<file path="src/rtl/if_id_buffer_pkg.sv">
// Shared CPU constants for the fetch/decode boundary.
// The PC-next logic and decode use the same values.
package if_id_buffer_pkg;

    localparam logic [31:0] NOP_INSTR = 32'h0000_0000;
    localparam int          PC_STEP   = 4;
    localparam int          SLOTS     = 2;

    typedef logic [1:0] count_t;

endpackage : if_id_buffer_pkg

</file>
<file path="src/rtl/if_id_buffer.sv">
// Two-entry in-order buffer of {PC, instruction} pairs between fetch and decode.
// InReady comes from registered state only, so it can drive the PC register enable.
module if_id_buffer #(
    parameter int            DW        = 32,
    parameter logic [DW-1:0] NOP_INSTR = DW'(if_id_buffer_pkg::NOP_INSTR)
) (
    input  logic          Clk,
    input  logic          Rst_n,
    input  logic          Flush,
    input  logic          InValid,
    input  logic [DW-1:0] PCin,
    input  logic [DW-1:0] InstrIn,
    output logic          InReady,
    output logic          OutValid,
    input  logic          OutReady,
    output logic [DW-1:0] OutPC,
    output logic [DW-1:0] OutPCPlus4,
    output logic [DW-1:0] OutInstr
);
    import if_id_buffer_pkg::*;

    count_t        count_q, count_d;
    logic          head_q, head_d;
    logic [DW-1:0] slot_pc_q    [SLOTS];
    logic [DW-1:0] slot_instr_q [SLOTS];

    logic push, pop, wr_idx;

    assign InReady  = (count_q != 2'd2) & Rst_n;
    assign OutValid = (count_q != 2'd0);

    assign push = InValid & InReady & ~Flush;
    assign pop  = OutValid & OutReady & ~Flush;

    // With one entry held the free slot is the other one; when empty it is the head.
    assign wr_idx = head_q ^ count_q[0];

    always_comb begin
        count_d = count_q;
        head_d  = head_q;
        if (Flush) begin
            count_d = 2'd0;
            head_d  = 1'b0;
        end else begin
            count_d = count_q + {1'b0, push} - {1'b0, pop};
            if (pop) head_d = ~head_q;
        end
    end

    // NOTE: reset is synchronous, so it lives inside the clocked block with no
    // edge on Rst_n; the two slots are small enough to clear here as well.
    always_ff @(posedge Clk) begin
        if (!Rst_n) begin
            count_q <= 2'd0;
            head_q  <= 1'b0;
            for (int i = 0; i < SLOTS; i++) begin
                slot_pc_q[i]    <= '0;
                slot_instr_q[i] <= NOP_INSTR;
            end
        end else begin
            count_q <= count_d;
            head_q  <= head_d;
            if (push) begin
                slot_pc_q[wr_idx]    <= PCin;
                slot_instr_q[wr_idx] <= InstrIn;
            end
        end
    end

    assign OutPC      = OutValid ? slot_pc_q[head_q]    : '0;
    assign OutInstr   = OutValid ? slot_instr_q[head_q] : NOP_INSTR;
    assign OutPCPlus4 = OutPC + DW'(PC_STEP);

endmodule : if_id_buffer

</file>
<file path="config.mk">
export PLATFORM = sky130hd
export DESIGN_NAME = if_id_buffer
export DESIGN_NICKNAME = d
export VERILOG_FILES = /design/src/rtl/if_id_buffer_pkg.sv /design/src/rtl/if_id_buffer.sv
export SDC_FILE = /design/constraint.sdc
export NUM_CORES = 1
export LEC_CHECK = 0
export ABC_AREA = 1
export BUFFER_PORTS_ARGS = -buffer_cell sky130_fd_sc_hd__clkbuf_2
export CAP_MARGIN = 30
export CORE_MARGIN = 3
export CORE_UTILIZATION = 58
export CTS_CLUSTER_DIAMETER = 200
export CTS_CLUSTER_SIZE = 8
export DETAILED_ROUTE_END_ITERATION = 8
export PLACE_DENSITY = 0.86
export SLEW_MARGIN = 20
export SYNTH_ARGS = -nofsm -noshare
export SYNTH_HDL_FRONTEND = slang
export SYNTH_SLANG_ARGS = --single-unit
</file>
<file path="constraint.sdc">
create_clock -name Clk -period 9.2 [get_ports Clk]
set_clock_uncertainty 0.2 [all_clocks]
set_input_delay 0.46 -clock Clk [delete_from_list [all_inputs] [get_ports Clk]]
set_output_delay 0.46 -clock Clk [all_outputs]
set_load 0.03 [all_outputs]
</file>
==> reports/summary.txt, run 1 <==
Via count -> 5861
Rows -> 39
Vias in the first global route -> 5543
CP Capture Type -> output port
Global placer's final weighted congestion -> 0.9306
Via density -> 5.187
R2r worst-path depth -> 9
Hold Slack -> 0.1580 ns
R2R Path End -> count_q[1]
Setup slack, reg-to-reg -> 5.89 ns
Share of the synthesized area in the top cell type -> 55.37%
Multi-input logic area -> 2362 sq um
Clock sinks -> 132
Syn Area/Cell -> 8.455 sq um
Maxcap violations -> 0
Ys Warns -> 0
CTS tree -> yes
Fin util -> 72.73%
I/O pin cnt -> 167
Total GRT Usage -> 25.57%
# diodes -> 0
Xor/xnor share of the synthesized area -> 2.145%
Placed cell area -> 7771 sq um
CTS resizes -> 0
Post-DR wirelength/cell -> 14.82 um
Final setup viols -> 0
Share of cells above drive strength 1 -> 24.82%
Initial Util -> 60.02%
Reg clk slew, reported paths -> 0.06 ns
Top cells by area, synth -> edfxtp_1 (55%), nand2_1 (13%), nor2_1 (8.9%)
Synth Net Count -> 893
DRC Markers -> 0
Leakage -> 4.129 nW
Worst min path class -> in -> reg
Status -> finished clean
Dominant cell by count in the synthesized netlist -> nand2_1
#FFs+latches synth -> 132
Die Ht -> 115.4 um
Synth top cells by count -> nand2_1 (244), nor2_1 (164), edfxtp_1 (128)
Die Width -> 115.4 um
Area growth syn-to-layout -> 21.16%
CTS Buf Count -> 17
Later-pin clock latency in the skew report -> 0.41 ns
DR iter-0 viols -> 418
CP Max Fanout -> 57
H-tree depth reported by CTS -> 4
Postcts setup bufs -> 0
Die area -> 13320 sq um
Proportion of synthesized area in mux cells -> 0%
Final slew viol count -> 0
Seq/Total Area, Yosys -> 56.52%
Ys async rst share -> 0%
Startpoint types -> flop
Final worst-path cycle share -> 43.77%
Register area -> 3925 sq um
Cells after synthesis -> 821
Fin. Hold Viols -> 0
Fin nets -> 1046
Relative slew slack -> 39.07%
PD cells -> 181.8 nW/um^2
RSZ-0062 raised after global routing -> false
Clk buf depth -> 2
First drt pass iteration count -> 5
CORE AREA -> 11560 sq um
Crit path required time -> 8.54 ns
Simple-Gate Fraction of Synth Area -> 28.50%
Reg2reg start -> count_q[0]
Final wirelength -> 16.75 mm
Design area -> 8411 sq um
I/O Buffers -> 166
Netlist cell types -> 24
Mapped Area -> 6942 sq um
Post-route antenna net violation count -> 0
Setup ws final -> 5.173 ns
Crit Path Class -> reg -> out
GRT overflow -> 0
Data arrival, critical path -> 3.37 ns
Worst VDD drop -> 0.0001672 V
Primary FF master, synth -> edfxtp_1
First-pass GRT wire length -> 26.23 mm
Compound-Gate Fraction of Synth Area -> 2.740%
Synth Area in Adders -> 0.5407%
Worst slack, placed -> 5.607 ns
Main combinational cell family by area after synthesis -> simple AND/OR/NAND/NOR gates
Dpl hpwl -> 10.80 mm
Setup TNS after final layout -> 0 ns
Root Buffer -> clkbuf_16
Number of antenna violations at the first check in global routing -> 0
Post-synth EDFFs -> 128
Hold Buf Count CTS -> 0
Hold depth -> 3
Hold Path End -> slot_instr_q[1][25]
Critical hold path startpoint -> InstrIn[25]
Fmax achieved -> 248.3 MHz
Fill count -> 865
Pin count of the biggest net entering global routing -> 66
Measured slew at the worst slew-check pin -> 0.9118 ns
Synth area leader -> edfxtp_1
Fin crit period -> 4.027 ns
==> cell families (layout without fill, tap and decap cells) <==
| group | after synthesis | in the layout |
|---|---|---|
| buf+inv | 149 | 315 |
| xor+xnor | 17 | 17 |
| fa+ha+maj | 3 | 3 |
| compound gates | 38 | 38 |
| flops | 132 | 132 |
| simple gates | 482 | 482 |
==> through the flow <==
stage | cells | total power [mW]
after floorplan | 821 | 0.7772
after global placement | 1097 | 0.8114
after detailed placement | 1098 | 0.8154
after CTS | 1130 | 1.532
after global routing | 1130 | 1.573
final | 1130 | 1.529
==> worst max-delay path by stage <==
stage	from	end	slack [ns]	cells past startpoint
2_1_floorplan	Rst_n	slot_instr_q[1][0]	5.87	9
3_3_place_gp	count_q[1]	OutPCPlus4[10]	5.66	10
3_5_place_dp	count_q[1]	OutPCPlus4[10]	5.61	10
4_1_cts	count_q[0]	OutPCPlus4[10]	5.16	10
5_1_grt	count_q[0]	OutPCPlus4[26]	4.90	13
6_report	count_q[0]	OutPCPlus4[26]	5.17	13
==> cells in the final DEF, fill, tap and decap left out, types with 2 or more instances in the layout <==
master / synthesis / final
nor2_4: 4 / 4
nand2_1: 244 / 241
clkbuf_2: 0 / 166
nand3_2: 3 / 3
nor2_1: 164 / 164
or2_2: 2 / 3
a21oi_1: 37 / 37
xnor2_1: 2 / 2
buf_4: 5 / 5
xor2_1: 15 / 15
clkinvlp_4: 0 / 4
inv_1: 107 / 107
edfxtp_1: 128 / 128
nand2_2: 7 / 10
nor2_2: 19 / 19
ha_1: 3 / 3
bufinv_16: 0 / 5
dfxtp_1: 4 / 3
nand3_1: 37 / 37
clkbuf_16: 0 / 17
inv_2: 4 / 4
clkbuf_1: 7 / 2
==> routing by layer <==
layer	GRT usage (%)	routed length, um	vias to the layer above
met1	31.21	6344	2672
met2	44.68	8484	299
met5	0	0	-
li1	-	-	2858
met3	6.368	1608	32
met4	8.216	308	0
==> worst max-delay path: stages, from the launching register on <==
cell	delay, ns
dfxtp_1	0.38
nor2_4	0.71
inv_2	0.60
nand2_1	0.21
inv_1	0.07
ha_1	0.22
inv_1	0.13
nor2_4	0.07
nand2_2	0.12
inv_1	0.07
nand2_1	0.07
nand2_1	0.05
nand2_1	0.05
clkbuf_2	0.20
==> registers in the layout (all words and copies together) (netlist names), named ones only <==
signal        count
slot_instr_q     64
count_q           2
head_q            1
slot_pc_q        64
==> final cells by class <==
cell class / count / share of cell area [%]
clock buffers: 19 / 5.147
clock inverters: 13 / 2.455
inverters: 111 / 4.954
multi-input cells: 540 / 28.09
flip-flops and latches: 132 / 46.67
well taps: 143 / 2.127
repair buffers: 172 / 10.56
==> power by group <==
group | switching [mW] | total [mW] | internal (mW)
Sequential | 0.00828 | 0.699 | 0.691
Clock | 0.244 | 0.724 | 0.480
Combinational | 0.0761 | 0.106 | 0.0296
Total | 0.328 | 1.53 | 1.20
No activity file was read; power rests on OpenSTA's default activity.
==> run 2: changes to the inputs <==
--- a/config.mk
+++ b/config.mk
@@ -5,15 +5,15 @@
 export SDC_FILE = /design/constraint.sdc
 export NUM_CORES = 1
 export LEC_CHECK = 0
-export ABC_AREA = 1
+export ABC_AREA = 0
 export BUFFER_PORTS_ARGS = -buffer_cell sky130_fd_sc_hd__clkbuf_2
 export CAP_MARGIN = 30
 export CORE_MARGIN = 3
-export CORE_UTILIZATION = 58
+export CORE_UTILIZATION = 49
 export CTS_CLUSTER_DIAMETER = 200
 export CTS_CLUSTER_SIZE = 8
 export DETAILED_ROUTE_END_ITERATION = 8
-export PLACE_DENSITY = 0.86
+export PLACE_DENSITY = 0.77
 export SLEW_MARGIN = 20
 export SYNTH_ARGS = -nofsm -noshare
 export SYNTH_HDL_FRONTEND = slang
==> constraint.sdc (replaced) <==
create_clock -name Clk -period 3.6 [get_ports Clk]
set_clock_uncertainty 0.2 [all_clocks]
set_input_delay 0.18 -clock Clk [delete_from_list [all_inputs] [get_ports Clk]]
set_output_delay 0.18 -clock Clk [all_outputs]
set_load 0.03 [all_outputs]
==> run 2 against run 1 <==
- design area is 8.3% higher
- hold slack got worse by 0.070 ns
- synthesized cell count is 33% lower
- highest routed layer unchanged
- setup slack lost 4.9 ns
- sequential power grew to 2.6 times the previous value
- critical path depth is 6 lower
- first-iteration DRC count shrank 57%
- critical path type unchanged
- clock power grew 140%
- sequential share of layout area down 3.6 points
- cell count shrank 14%
==> reports/summary.txt, run 2 <==
Placed cell area -> 7835 sq um (+0.82%)
Top cells by area, synth -> edfxtp_1 (57%), and2_1 (12%), mux2i_1 (9.3%)
Critical-path cell list -> buf_4 -> nand3_1 -> a211oi_2 -> nand4_4 -> a2111oi_4 -> xor2_1 -> clkbuf_2
Seq/Total Area, Yosys -> 58.04% (+1.5 points)
Startpoint types -> flop
Hold depth -> 3 (unchanged)
Global placer's final weighted congestion -> 0.8383 (-9.9%)
Total GRT Usage -> 21.22% (-4.4 points)
Share of cells above drive strength 1 -> 30.60% (+5.8 points)
Post-route antenna net violation count -> 0 (unchanged)
Fin crit period -> 3.353 ns
CTS Buf Count -> 17 (unchanged)
Multi-input logic area -> 2718 sq um (+15%)
Area growth syn-to-layout -> 34.76%
#FFs+latches synth -> 132 (unchanged)
I/O Buffers -> 166 (unchanged)
Post-synth EDFFs -> 128 (unchanged)
Commonest non-fill, non-tap cell in the layout -> clkbuf_2
Cells after synthesis -> 551 (-33%)
PD cells -> 415.6 nW/um^2 (+130%)
CORE AREA -> 13350 sq um (+15%)
Synth top cells by count -> and2_1 (130), edfxtp_1 (128), nor2_1 (72)
Synth area leader -> edfxtp_1
Met3 WL -> 1.009 mm (-37%)
Most frequent cells in the layout -> clkbuf_2 (166), and2_1 (130), edfxtp_1 (128)
Final wirelength -> 15.61 mm (-6.8%)
Fin nets -> 854 (-18%)
GRT overflow -> 0 (unchanged)
Dpl hpwl -> 10.15 mm (-6.0%)
DR WL met2 -> 7.936 mm (-6.5%)
H-tree depth reported by CTS -> 4 (unchanged)
First drt pass iteration count -> 4 (-1)
M1 WL -> 6.353 mm (+0.14%)
Maxcap violations -> 0 (unchanged)
CTS resizes -> 0 (unchanged)
Root Buffer -> clkbuf_16
Worst min path class -> in -> reg
Data arrival, critical path -> 2.97 ns (-0.40 ns)
Synth Net Count -> 623 (-30%)
Reg2reg start -> count_q[0]
Share of the synthesized area in the top cell type -> 56.86% (+1.5 points)
RSZ-0062 raised after global routing -> false
# diodes -> 0 (unchanged)
Fmax achieved -> 298.3 MHz
Status -> finished clean
Vias in the first global route -> 5111 (-7.8%)
Highest metal used -> met4
Design area -> 9110 sq um (+8.3%)
Ys async rst share -> 0% (unchanged)
Rows -> 42 (+7.7%)
Mapped Area -> 6760 sq um (-2.6%)
Crit path required time -> 3.22 ns (-5.32 ns)
Fill count -> 974 (+13%)
I/O pin cnt -> 167 (unchanged)
CP Max Fanout -> 32 (-44%)
Final setup viols -> 0 (unchanged)
Die Ht -> 123.5 um (+7.0%)
Final slew viol count -> 0 (unchanged)
Hold Path End -> count_q[0]
R2R Path End -> count_q[1]
CTS tree -> yes
Delay-heaviest family, CP -> compound AO/OA/AOI/OAI gates
Worst Path Buf+Inv -> 2 (-3)
CP max-delay cell -> dfxtp_4
Fin. Hold Viols -> 0 (unchanged)
Relative slew slack -> 60.96% (+22 points)
Top Registers -> slot_instr_q: 64 flops, slot_pc_q: 64 flops, count_q: 2 flops
Later-pin clock latency in the skew report -> 0.40 ns (about the same)
Initial Util -> 50.65% (-9.4 points)
Dominant cell by count in the synthesized netlist -> and2_1
Via count -> 4906 (-16%)
Crit Path Class -> reg -> out
Clk buf depth -> 2 (unchanged)
Number of antenna violations at the first check in global routing -> 0 (unchanged)
DRC Markers -> 0 (unchanged)
Die Width -> 123.5 um (+7.0%)
Final cell count without fillers -> 970 (-14%)
Worst VDD drop -> 0.0003379 V (+100%)
First-pass GRT wire length -> 24.85 mm (-5.2%)
DR iter-0 viols -> 179 (-57%)
Syn Area/Cell -> 12.27 sq um (+45%)
Final worst-path cycle share -> 93.13%
CP Capture Type -> output port
Ys Warns -> 0 (unchanged)
Netlist cell types -> 37 (+54%)
Pin count of the biggest net entering global routing -> 65 (-1.5%)
Via density -> 5.058 (-2.5%)
Crit path largest cell delay -> 0.62 ns (-0.09 ns)
Critical hold path startpoint -> Rst_n
Clock sinks -> 132 (unchanged)
Register area -> 3928 sq um (about the same)
Post-DR wirelength/cell -> 16.09 um (+8.6%)
Placed insts -> 870 (-21%)
Setup slack, reg-to-reg -> 1.27 ns (-4.62 ns)
R2r worst-path depth -> 8 (-1)
Die area -> 15240 sq um (+14%)
Measured slew at the worst slew-check pin -> 0.5856 ns (-0.3262 ns)
Reg clk slew, reported paths -> 0.06 ns (about the same)
Leakage -> 3.665 nW (-11%)
Primary FF master, synth -> edfxtp_1
==> run 2: worst max-delay path by stage <==
stage / start / slack (ns) / depth (start not counted) / endpoint
detailed placement: flop / 0.51 / 8 / OutPCPlus4[12]
CTS: flop / 0.07 / 8 / OutPCPlus4[12]
global placement: flop / 0.67 / 8 / OutPCPlus4[12]
finish: flop / 0.25 / 7 / OutPCPlus4[25]
floorplan: count_q[0] / -0.65 / 3 / slot_instr_q[0][0]
global route: flop / 0.04 / 7 / OutPCPlus4[27]
==> run 2: final cells by class <==
class	count	share of cell area, %
sequential	132	43.11
clock inverter	14	1.799
tap	176	2.417
inverter	9	0.3708
timing repair buffer	244	17.80
clock buffer	17	4.670
multi-input combinational	378	29.83
==> run 2: cell families after synthesis <==
group                    share of synthesized area, %
AO/OA/AOI/OAI                                   1.888
XOR/XNOR                                        4.275
adder cells (fa/ha/maj)                        0.5553
buffers and inverters                           3.091
flip-flops                                      58.04
multiplexers                                    9.495
AND/OR/NAND/NOR                                 22.65
==> run 2: routing by layer <==
layer,GRT usage (%),vias up
met5,0,-
met4,8.235,0
met3,4.209,23
met2,37.34,187
met1,25.65,2323
li1,-,2373
==> run 2: stage by stage <==
stage | TNS [ns] | power, mW | util [%] | hold slack, ns | setup slack [ns]
final | 0 | 3.786 | 68.25 | 0.08844 | 0.2474
after global routing | 0 | 3.920 | 68.25 | 0.09604 | 0.03941
after CTS | 0 | 3.813 | 68.14 | 0.06664 | 0.06854
after detailed placement | 0 | 2.053 | 58.70 | 0.2715 | 0.5055
after global placement | 0 | 2.042 | 58.70 | 0.2657 | 0.6657
after floorplan | -83.54 | 1.953 | - | 0.1577 | -0.6527
==> run 2: where the power goes <==
group,internal (mW),total (mW),switching [mW]
combinational,0.132,0.293,0.161
sequential,1.76,1.79,0.0273
clock,1.08,1.71,0.629
==> run 2: timing repair <==
action	in CTS	in global routing
hold buffers	67	0
endpoints found under the setup margin	0	9
hold endpoints to repair	132	0
buffers inserted	0	2
==> run 2: worst min-delay path, delay by kind of cell <==
family                 cells  cell delay (ns)
and+or+nand+nor            2             0.30
buffers and inverters      1             0.15
